<file path="src/rtl/alu_byte_sequencer.sv">
// alu_byte_sequencer
//   Feeds an NBYTES-wide operation into an external 8-bit arithmetic unit one
//   byte pair per cycle, LSB first.  The unit's carry-out is chained back as
//   the next byte's carry-in.  Result bytes, the final carry and an aggregate
//   zero flag are collected, and completion is signalled by a one-cycle done.
//
// Ports
//   clk, rst             clock (rising edge), synchronous active-high reset
//   start, op, cin_in    operation request (accepted only in IDLE), select, carry-in
//   opa, opb             W-bit operands, W = 8*NBYTES
//   busy, done           RUN indicator, one-cycle completion pulse
//   result, cout_out,    assembled result, MS-byte carry-out, all-bytes-zero flag
//   zero_out
//   au_a, au_b, au_s,    byte operands, select and carry-in to the arithmetic unit
//   au_cin
//   au_d, au_cout, au_z  result byte, carry-out and zero flag from the unit
//   carry_vec            per-byte carry-out vector (only with ALU_SEQ_CARRY_VEC_EN)
//
// Optional feature macro: ALU_SEQ_CARRY_VEC_EN
module alu_byte_sequencer #(
  parameter int NBYTES = 4,
  parameter int IDXW   = 2,
  parameter int W      = 8*NBYTES
) (
  input  logic              clk,
  input  logic              rst,
  input  logic              start,
  input  logic [1:0]        op,
  input  logic              cin_in,
  input  logic [W-1:0]      opa,
  input  logic [W-1:0]      opb,
  output logic              busy,
  output logic              done,
  output logic [W-1:0]      result,
  output logic              cout_out,
  output logic              zero_out,
`ifdef ALU_SEQ_CARRY_VEC_EN
  output logic [NBYTES-1:0] carry_vec,
`endif
  output logic [7:0]        au_a,
  output logic [7:0]        au_b,
  output logic [1:0]        au_s,
  output logic              au_cin,
  input  logic [7:0]        au_d,
  input  logic              au_cout,
  input  logic              au_z
);

  typedef enum logic [1:0] {
    ST_IDLE = 2'd0,
    ST_RUN  = 2'd1,
    ST_DONE = 2'd2
  } state_t;

  localparam logic [IDXW-1:0] LAST_IDX = IDXW'(NBYTES-1);

  state_t            r_state, w_next;
  logic [IDXW-1:0]   r_idx;
  logic [W-1:0]      r_opa, r_opb;
  logic [1:0]        r_op;
  logic              r_carry;
  logic              r_zacc;
  logic [W-1:0]      r_result;
  logic              r_cout;
  logic              r_zero;
  logic              w_accept;
  logic              w_last;
`ifdef ALU_SEQ_CARRY_VEC_EN
  logic [NBYTES-1:0] r_carry_vec;
`endif

  assign w_accept = (r_state == ST_IDLE) && start;
  assign w_last   = (r_idx == LAST_IDX);

  // Next-state and combinational outputs
  always_comb begin
    w_next = r_state;
    busy   = 1'b0;
    done   = 1'b0;
    au_a   = 8'd0;
    au_b   = 8'd0;
    au_cin = 1'b0;
    au_s   = r_op;
    case (r_state)
      ST_IDLE: if (start) w_next = ST_RUN;
      ST_RUN: begin
        busy   = 1'b1;
        au_a   = r_opa[8*r_idx +: 8];
        au_b   = r_opb[8*r_idx +: 8];
        au_cin = r_carry;
        if (w_last) w_next = ST_DONE;
      end
      ST_DONE: begin
        done   = 1'b1;
        w_next = ST_IDLE;
      end
      default: w_next = ST_IDLE;
    endcase
  end

  always_ff @(posedge clk) begin
    if (rst) begin
      r_state  <= ST_IDLE;
      r_idx    <= '0;
      r_opa    <= '0;
      r_opb    <= '0;
      r_op     <= '0;
      r_carry  <= 1'b0;
      r_zacc   <= 1'b1;
      r_result <= '0;
      r_cout   <= 1'b0;
      r_zero   <= 1'b0;
    end else begin
      r_state <= w_next;
      if (w_accept) begin
        r_opa   <= opa;
        r_opb   <= opb;
        r_op    <= op;
        r_carry <= cin_in;
        r_idx   <= '0;
        r_zacc  <= 1'b1;
      end else if (r_state == ST_RUN) begin
        // Unwritten bytes keep their old value until their cycle comes up.
        r_result[8*r_idx +: 8] <= au_d;
        r_carry                <= au_cout;
        r_zacc                 <= r_zacc & au_z;
        if (w_last) begin
          r_cout <= au_cout;
          r_zero <= r_zacc & au_z;
        end else begin
          r_idx <= r_idx + 1'b1;
        end
      end
    end
  end

`ifdef ALU_SEQ_CARRY_VEC_EN
  always_ff @(posedge clk) begin
    if (rst)                     r_carry_vec        <= '0;
    else if (w_accept)           r_carry_vec        <= '0;
    else if (r_state == ST_RUN)  r_carry_vec[r_idx] <= au_cout;
  end
  assign carry_vec = r_carry_vec;
`endif

  assign result   = r_result;
  assign cout_out = r_cout;
  assign zero_out = r_zero;

endmodule

</file>
<file path="config.mk">
export PLATFORM = sky130hd
export DESIGN_NAME = alu_byte_sequencer
export DESIGN_NICKNAME = d
export VERILOG_FILES = /design/src/rtl/alu_byte_sequencer.sv
export SDC_FILE = /design/constraint.sdc
export NUM_CORES = 1
export LEC_CHECK = 0
export ABC_AREA = 1
export CAP_MARGIN = 5
export CORE_ASPECT_RATIO = 1.4
export CORE_MARGIN = 2
export CORE_UTILIZATION = 34
export DETAILED_ROUTE_END_ITERATION = 6
export PLACE_DENSITY_LB_ADDON = 0.1
export SETUP_SLACK_MARGIN = 0.2
export SLEW_MARGIN = 20
export SYNTH_ARGS = -nofsm -noshare
export SYNTH_HDL_FRONTEND = slang
export SYNTH_SLANG_ARGS = --single-unit
</file>
<file path="constraint.sdc">
create_clock -name clk -period 1.97 [get_ports clk]
set_input_delay 0.394 -clock clk [delete_from_list [all_inputs] [get_ports clk]]
set_output_delay 0.394 -clock clk [all_outputs]
set_load 0.02 [all_outputs]
</file>
==> results of run 1 <==
==> routing by layer <==
layer / GRT usage / vias to the layer above / share of wire
met4: 0.0821 / 0 / 0.036
met1: 0.215 / 2147 / 0.38
li1: - / 2355 / -
met2: 0.370 / 129 / 0.54
met5: 0 / - / 0
met3: 0.0369 / 29 / 0.044
==> worst max path at each step <==
stage	startpoint	endpoint	slack, ns	depth (start not counted)
final	r_idx[0]$_SDFFE_PP0P_	au_b[0]	0.004	7
after global routing	r_idx[0]$_SDFFE_PP0P_	au_b[0]	-0.04	7
after CTS	r_idx[0]$_SDFFE_PP0P_	au_a[6]	0.01	7
after detailed placement	r_idx[0]$_SDFFE_PP0P_	au_b[4]	-0.12	6
after global placement	r_idx[0]$_SDFFE_PP0P_	au_b[5]	-0.10	6
after floorplan	r_idx[1]$_SDFFE_PP0P_	result[29]$_SDFFE_PP0P_	0.26	9
==> area by class of cell <==
class | instances | share of cell area
well taps | 182 | 0.0324
clock buffers | 10 | 0.0340
clock inverters | 6 | 0.00694
multi-input cells | 475 | 0.359
flip-flops and latches | 106 | 0.302
repair buffers | 169 | 0.251
inverters | 22 | 0.0142
==> cells in the mapped netlist <==
cell	instances
nand3_2	3
nor2_4	4
buf_4	1
nor3_2	5
dfxtp_1	106
nor3_1	9
o21ai_0	105
inv_2	7
inv_1	15
buf_1	2
nor2_1	228
ha_1	6
a21oi_1	44
o21ai_1	5
nand3_1	6
o21a_1	1
nand2_2	1
clkbuf_1	13
buf_6	7
nand2_1	57
buf_2	18
nand3_4	1
==> repair_timing <==
item,4_1_cts,5_1_grt
resized for setup,154,92
hold endpoints to repair,0,0
gates cloned,3,1
pin swaps,13,34
setup endpoints to repair,51,45
setup buffers,2,4
==> power groups by stage <==
stage	sequential, mW	combinational [mW]	clock, mW
after detailed placement	2.42	0.851	0
final	2.38	1.01	1.74
after global routing	2.39	1.11	1.87
after global placement	2.41	0.843	0
after CTS	2.37	0.927	1.78
after floorplan	2.40	0.468	0
==> state kept, by name, summed over array words and instances, names as in the netlist <==
name      cells
r_carry       1
r_idx         2
zero_out      1
cout_out      1
r_zacc        1
r_state       2
result       32
au_s          2
r_opb        32
r_opa        32
==> critical path, delay by kind of cell (launching register included) <==
kind / cells / cell delay, ns
compound gates: 2 / 0.23
buf+inv: 5 / 0.59
flops: 1 / 0.40
==> through the flow <==
step                      instances  setup TNS, ns
after global placement          944         -0.924
after CTS                       965              0
final                           970              0
after global routing            970         -0.163
after floorplan                 644              0
after detailed placement        944          -1.34
==> kinds of logic (layout without fill, tap and decap cells) <==
logic type	count (synthesis)	count (layout)
adders and majority gates	6	6
DFF	106	106
buffers and inverters	63	207
AOI/OAI and AO/OA	155	155
and+or+nand+nor	314	314
==> reports/metrics.csv, run 1 <==
stage;metric;value;unit
power_and_ir_drop;Power Density;730;mW/mm^2
global_routing;largest net degree at the start of global routing;79;
logic_synthesis;syn_nets;730;
power_and_ir_drop;Flop pwr share;0.464;
logic_synthesis;post-synthesis sequential area ratio;0.463;
critical_path;Worst path max stage delay;0.40;ns
routing;post-route ant nets;0;
global_routing;GRT Overall Usage;0.199;
logic_synthesis;Post-Syn Area;0.00458;sq mm
power_and_ir_drop;Comb pwr share;0.197;
finish;most frequent cells in the layout;nor2_1, clkdlybuf4s50_1, dfxtp_1;
global_routing;vias in the first global route;4574;
sta;Worst Tran Pin Value;0.443;ns
min_path;Worst Hold Class;flip-flop to flip-flop;
floorplan;Initial Utilization;0.346;
logic_synthesis;compound-gate portion of the synthesized area;0.170;
finish;multi-input logic area;0.00253;sq mm
sta;Slew Limit Fails;0;
power_and_ir_drop;total power;5.14;mW
sta;endpoints failing hold;0;
logic_synthesis;post-synth top area share;0.463;
routing;Via density;4.80;
routing;DRC errors left;0;
logic_synthesis;largest family of logic cells by synthesized area;simple AND/OR/NAND/NOR gates;
clock_tree;CTS Root Cell;clkbuf_16;
logic_synthesis;post-synthesis simple-gate area fraction;0.282;
global_routing;initial antenna violation count;0;
logic_synthesis;multiplexer share of the synthesized area;0;
power_and_ir_drop;Power Internal;3.67;mW
routing;First-pass DRT Iterations;4;
finish;# diodes;0;
critical_path;Critical R2R Capture;result[14]$_SDFFE_PP0P_;
min_path;Hold Path Origin;result[16]$_SDFFE_PP0P_;
critical_path;slowest CP cell;dfxtp_4;
critical_path;crit end category;primary output;
status;run status;complete, no violations;
sta;relative slew slack;0.701;
placement;DP Worst Slack;-0.122;ns
finish;post-synthesis to final-layout area growth;53.4;%
logic_synthesis;Mapped Cells;644;
logic_synthesis;Yosys top cell by area;dfxtp_1;
clock_tree;Clock Sinks;106;
finish;fraction of layout cells with a size suffix above 1;0.214;
logic_synthesis;area share of xor/xnor cells in the synthesized design;0;
logic_synthesis;count of cell types in the netlist;22;
sta;hold slack;0.462;ns
power_and_ir_drop;clock power share;0.340;
power_and_ir_drop;Net Sw Frac;0.286;
placement;dpl hpwl;10.2;mm
routing;Starting DRT DRC Count;163;
floorplan;Core Area;0.0133;sq mm
clock_tree;TritonCTS clock tree;built;
floorplan;io pins;135;
logic_synthesis;Synth Area in Adders;0.0164;
sta;RSZ-0062 raised after global routing;true;
critical_path;crit path cell chain;buf_6 -> inv_8 -> buf_12 -> buf_16 -> o21ai_2 -> a21oi_2 -> buf_4;
floorplan;Core Rows;50;
finish;final net count;869;
power_and_ir_drop;cell leakage power;2.68;nW
global_routing;first-pass GRT wire length;22.2;mm
min_path;Min-Delay Endpoint;result[16]$_SDFFE_PP0P_;
logic_synthesis;synthesized flop and latch total;106;
finish;Layout fillers;1313;
clock_tree;H-tree levels;3;
critical_path;Setup CP Type;flip-flop to primary output;
floorplan;Die Y;141;um
clock_tree;CTS clock-pin slew for the worst setup and hold paths;0.07;ns
placement;Area after DPL;0.00616;sq mm
sta;final clock skew;0.00667;ns
logic_synthesis;yosys warns;0;
sta;final period utilization;0.998;
sta;maximum operating frequency;0.509;GHz
placement;gp weighted congestion;0.890;
clock_tree;total CTS buffers;9;
routing;drt total wl;14.6;mm
floorplan;Die ar.;0.0144;sq mm
logic_synthesis;syn avg cell area;7.12;sq um
finish;Design Area, Final;0.00703;sq mm
finish;register area;0.00213;sq mm
logic_synthesis;synth top area cells;dfxtp_1, nor2_1, o21ai_0;
flow_run;max-cap violations;0;
global_routing;grt total ovfl;0;
finish;commonest non-fill, non-tap cell in the layout;nor2_1;
sta;setup violators final;0;
power_and_ir_drop;Peak VDD IR;0.400;mV
placement;port bufs;134;
critical_path;critical path launch point type;flip-flop;
floorplan;die width;102;um
critical_path;Worst R2R Path Depth;9;
min_path;hold path cells;2;
clock_tree;hold buffer count at CTS;0;
sta;Period minus WS final;1.97;ns
critical_path;CP required;1.58;ns
power_and_ir_drop;Net Sw Power;1.47;mW
sta;final setup margin;0.00440;ns
routing;Wirelength per Cell;15.0;um
finish;Finished Core Util;0.530;
critical_path;Reg2Reg Launch Point;r_idx[0]$_SDFFE_PP0P_;
routing;Via Count;4660;
critical_path;crit path DAT;1.57;ns
critical_path;Worst R2R Setup Slack;0.17;ns
clock_tree;worst skew pair latency;0.35;ns
critical_path;crit-path max FO;8;
clock_tree;clock buffer depth;2;
Power figures use the tool's default switching activity.
==> run 2, diff against run 1 <==
Settings changed: CORE_MARGIN 2 to default, CORE_UTILIZATION 34 to 47.
==> reports/metrics.csv, run 2 (synthesized netlist as in run 1, its figures left out) <==
stage;metric;value;unit;change
routing;DRC errors left;0;;unchanged
sta;Worst Tran Pin Value;0.355;ns;was 0.443 ns
finish;post-synthesis to final-layout area growth;43.6;%;was 53.4%
routing;Via density;5.22;;was 4.80
finish;# diodes;0;;unchanged
floorplan;Initial Utilization;0.485;;was 0.346
routing;First-pass DRT Iterations;4;;unchanged
sta;Period minus WS final;1.93;ns;was 1.97 ns
clock_tree;total CTS buffers;9;;unchanged
critical_path;crit path DAT;1.54;ns;was 1.57 ns
global_routing;initial antenna violation count;0;;unchanged
clock_tree;worst skew pair latency;0.34;ns;was 0.35 ns
sta;final clock skew;0.00445;ns;was 0.00667 ns
power_and_ir_drop;cell leakage power;2.57;nW;was 2.68 nW
sta;Slew Limit Fails;0;;unchanged
sta;setup violators final;0;;unchanged
sta;endpoints failing hold;0;;unchanged
finish;commonest non-fill, non-tap cell in the layout;nor2_1;;unchanged
placement;gp weighted congestion;0.882;;was 0.890
clock_tree;Clock Sinks;106;;unchanged
placement;dpl hpwl;9.29;mm;was 10.2 mm
routing;drt total wl;13.3;mm;was 14.6 mm
status;run status;complete, no violations;;unchanged
flow_run;max-cap violations;0;;unchanged
clock_tree;TritonCTS clock tree;built;;unchanged
routing;met2 wire length;7.23;mm;was 7.80 mm
floorplan;Die Y;119;um;was 141 um
clock_tree;CTS clock-pin slew for the worst setup and hold paths;0.07;ns;about the same
critical_path;crit-path max FO;5;;was 8
routing;met3 wire length;552;um;was 642 um
clock_tree;clock buffer depth;2;;unchanged
sta;final period utilization;0.982;;was 0.998
power_and_ir_drop;Peak VDD IR;0.593;mV;was 0.400 mV
floorplan;die width;85.5;um;was 102 um
critical_path;crit end category;primary output;;unchanged
floorplan;Core Rows;42;;was 50
critical_path;Setup CP Type;flip-flop to primary output;;unchanged
power_and_ir_drop;Power Density;790;mW/mm^2;was 730 mW/mm^2
finish;Layout fillers;867;;was 1313
global_routing;grt total ovfl;0;;unchanged
routing;met1 WL;5.07;mm;was 5.59 mm
finish;final net count;864;;was 869
global_routing;vias in the first global route;4384;;was 4574
floorplan;Die ar.;0.0102;sq mm;was 0.0144 sq mm
sta;setup TNS;0;ns;unchanged
routing;Starting DRT DRC Count;186;;was 163
routing;Via Count;4657;;was 4660
min_path;Worst Hold Class;flip-flop to flip-flop;;unchanged
global_routing;largest net degree at the start of global routing;54;;was 79
routing;Wirelength per Cell;14.9;um;was 15.0 um
routing;top sig layer;met4;;unchanged
power_and_ir_drop;total power;5.20;mW;was 5.14 mW
sta;relative slew slack;0.762;;was 0.701
floorplan;io pins;135;;unchanged
placement;port bufs;134;;unchanged
global_routing;first-pass GRT wire length;20.5;mm;was 22.2 mm
global_routing;GRT Overall Usage;0.263;;was 0.199
placement;dpl cells;868;;was 944
clock_tree;H-tree levels;3;;unchanged
finish;most frequent cells in the layout;nor2_1, clkdlybuf4s50_1, dfxtp_1;;unchanged
routing;post-route ant nets;0;;unchanged
finish;fraction of layout cells with a size suffix above 1;0.134;;was 0.214
critical_path;critical path launch point type;flip-flop;;unchanged
sta;maximum operating frequency;0.517;GHz;was 0.509 GHz
clock_tree;hold buffer count at CTS;0;;unchanged
sta;RSZ-0062 raised after global routing;true;;unchanged
finish;Final Non-Filler Cells;892;;was 970
critical_path;CP required;1.58;ns;about the same
floorplan;Core Area;0.00946;sq mm;was 0.0133 sq mm
clock_tree;CTS Root Cell;clkbuf_16;;unchanged
run 2: metal layers:
layer | vias to the layer above | global-route usage
met5 | - | 0
met3 | 27 | 0.0450
met2 | 157 | 0.489
li1 | 2336 | -
met1 | 2137 | 0.282
met4 | 0 | 0.125
run 2: through the flow:
| stage | utilization | hold slack (ns) | setup WS, ns | instance area (sq um) |
|---|---|---|---|---|
| global placement | 0.644 | 0.451 | -0.124 | 6090 |
| CTS | 0.684 | 0.465 | 0.00110 | 6470 |
| detailed placement | 0.644 | 0.454 | -0.127 | 6090 |
| global route | 0.696 | 0.482 | -0.0315 | 6580 |
| floorplan | - | 0.449 | 0.258 | 4580 |
| finish | 0.696 | 0.464 | 0.0355 | 6580 |
run 2: power by group:
group | switching (mW) | internal, mW
clock network | 0.780 | 1.14
registers | 0.0850 | 2.28
logic | 0.479 | 0.437
total | 1.34 | 3.86
run 2: worst max-delay path, stage by stage (launching register included):
cell and delay (ns):
dfxtp_4 0.42, buf_12 0.13, buf_16 0.11, nor2_2 0.03
nor2_1 0.07, o21ai_1 0.07, a21oi_1 0.19, buf_4 0.18
run 2: area by class of cell:
class / instances / area (sq um) / share of cell area
sequential: 106 / 2130 / 0.323
tap: 110 / 138 / 0.0209
clock buffer: 10 / 239 / 0.0363
timing repair buffer: 164 / 1690 / 0.257
clock inverter: 5 / 78.8 / 0.0120
inverter: 22 / 87.6 / 0.0133
multi-input combinational: 475 / 2220 / 0.337
run 2: timing repair:
action / in CTS / in global routing
endpoints found under the setup margin: 35 / 36
setup buffers: 5 / 2
gates resized for setup: 96 / 50
pin swaps: 8 / 8
gates cloned: 1 / 1
run 2: path summary, 6_finish.rpt:
kind	from	endpoint	slack, ns	cells past startpoint
hold / removal	result[27]$_SDFFE_PP0P_	result[27]$_SDFFE_PP0P_	0.46	2
setup / recovery	r_idx[0]$_SDFFE_PP0P_	au_a[5]	0.04	7
hold reg to reg	result[27]$_SDFFE_PP0P_	result[27]$_SDFFE_PP0P_	0.46	2
setup reg to reg	r_idx[0]$_SDFFE_PP0P_	result[9]$_SDFFE_PP0P_	0.29	8
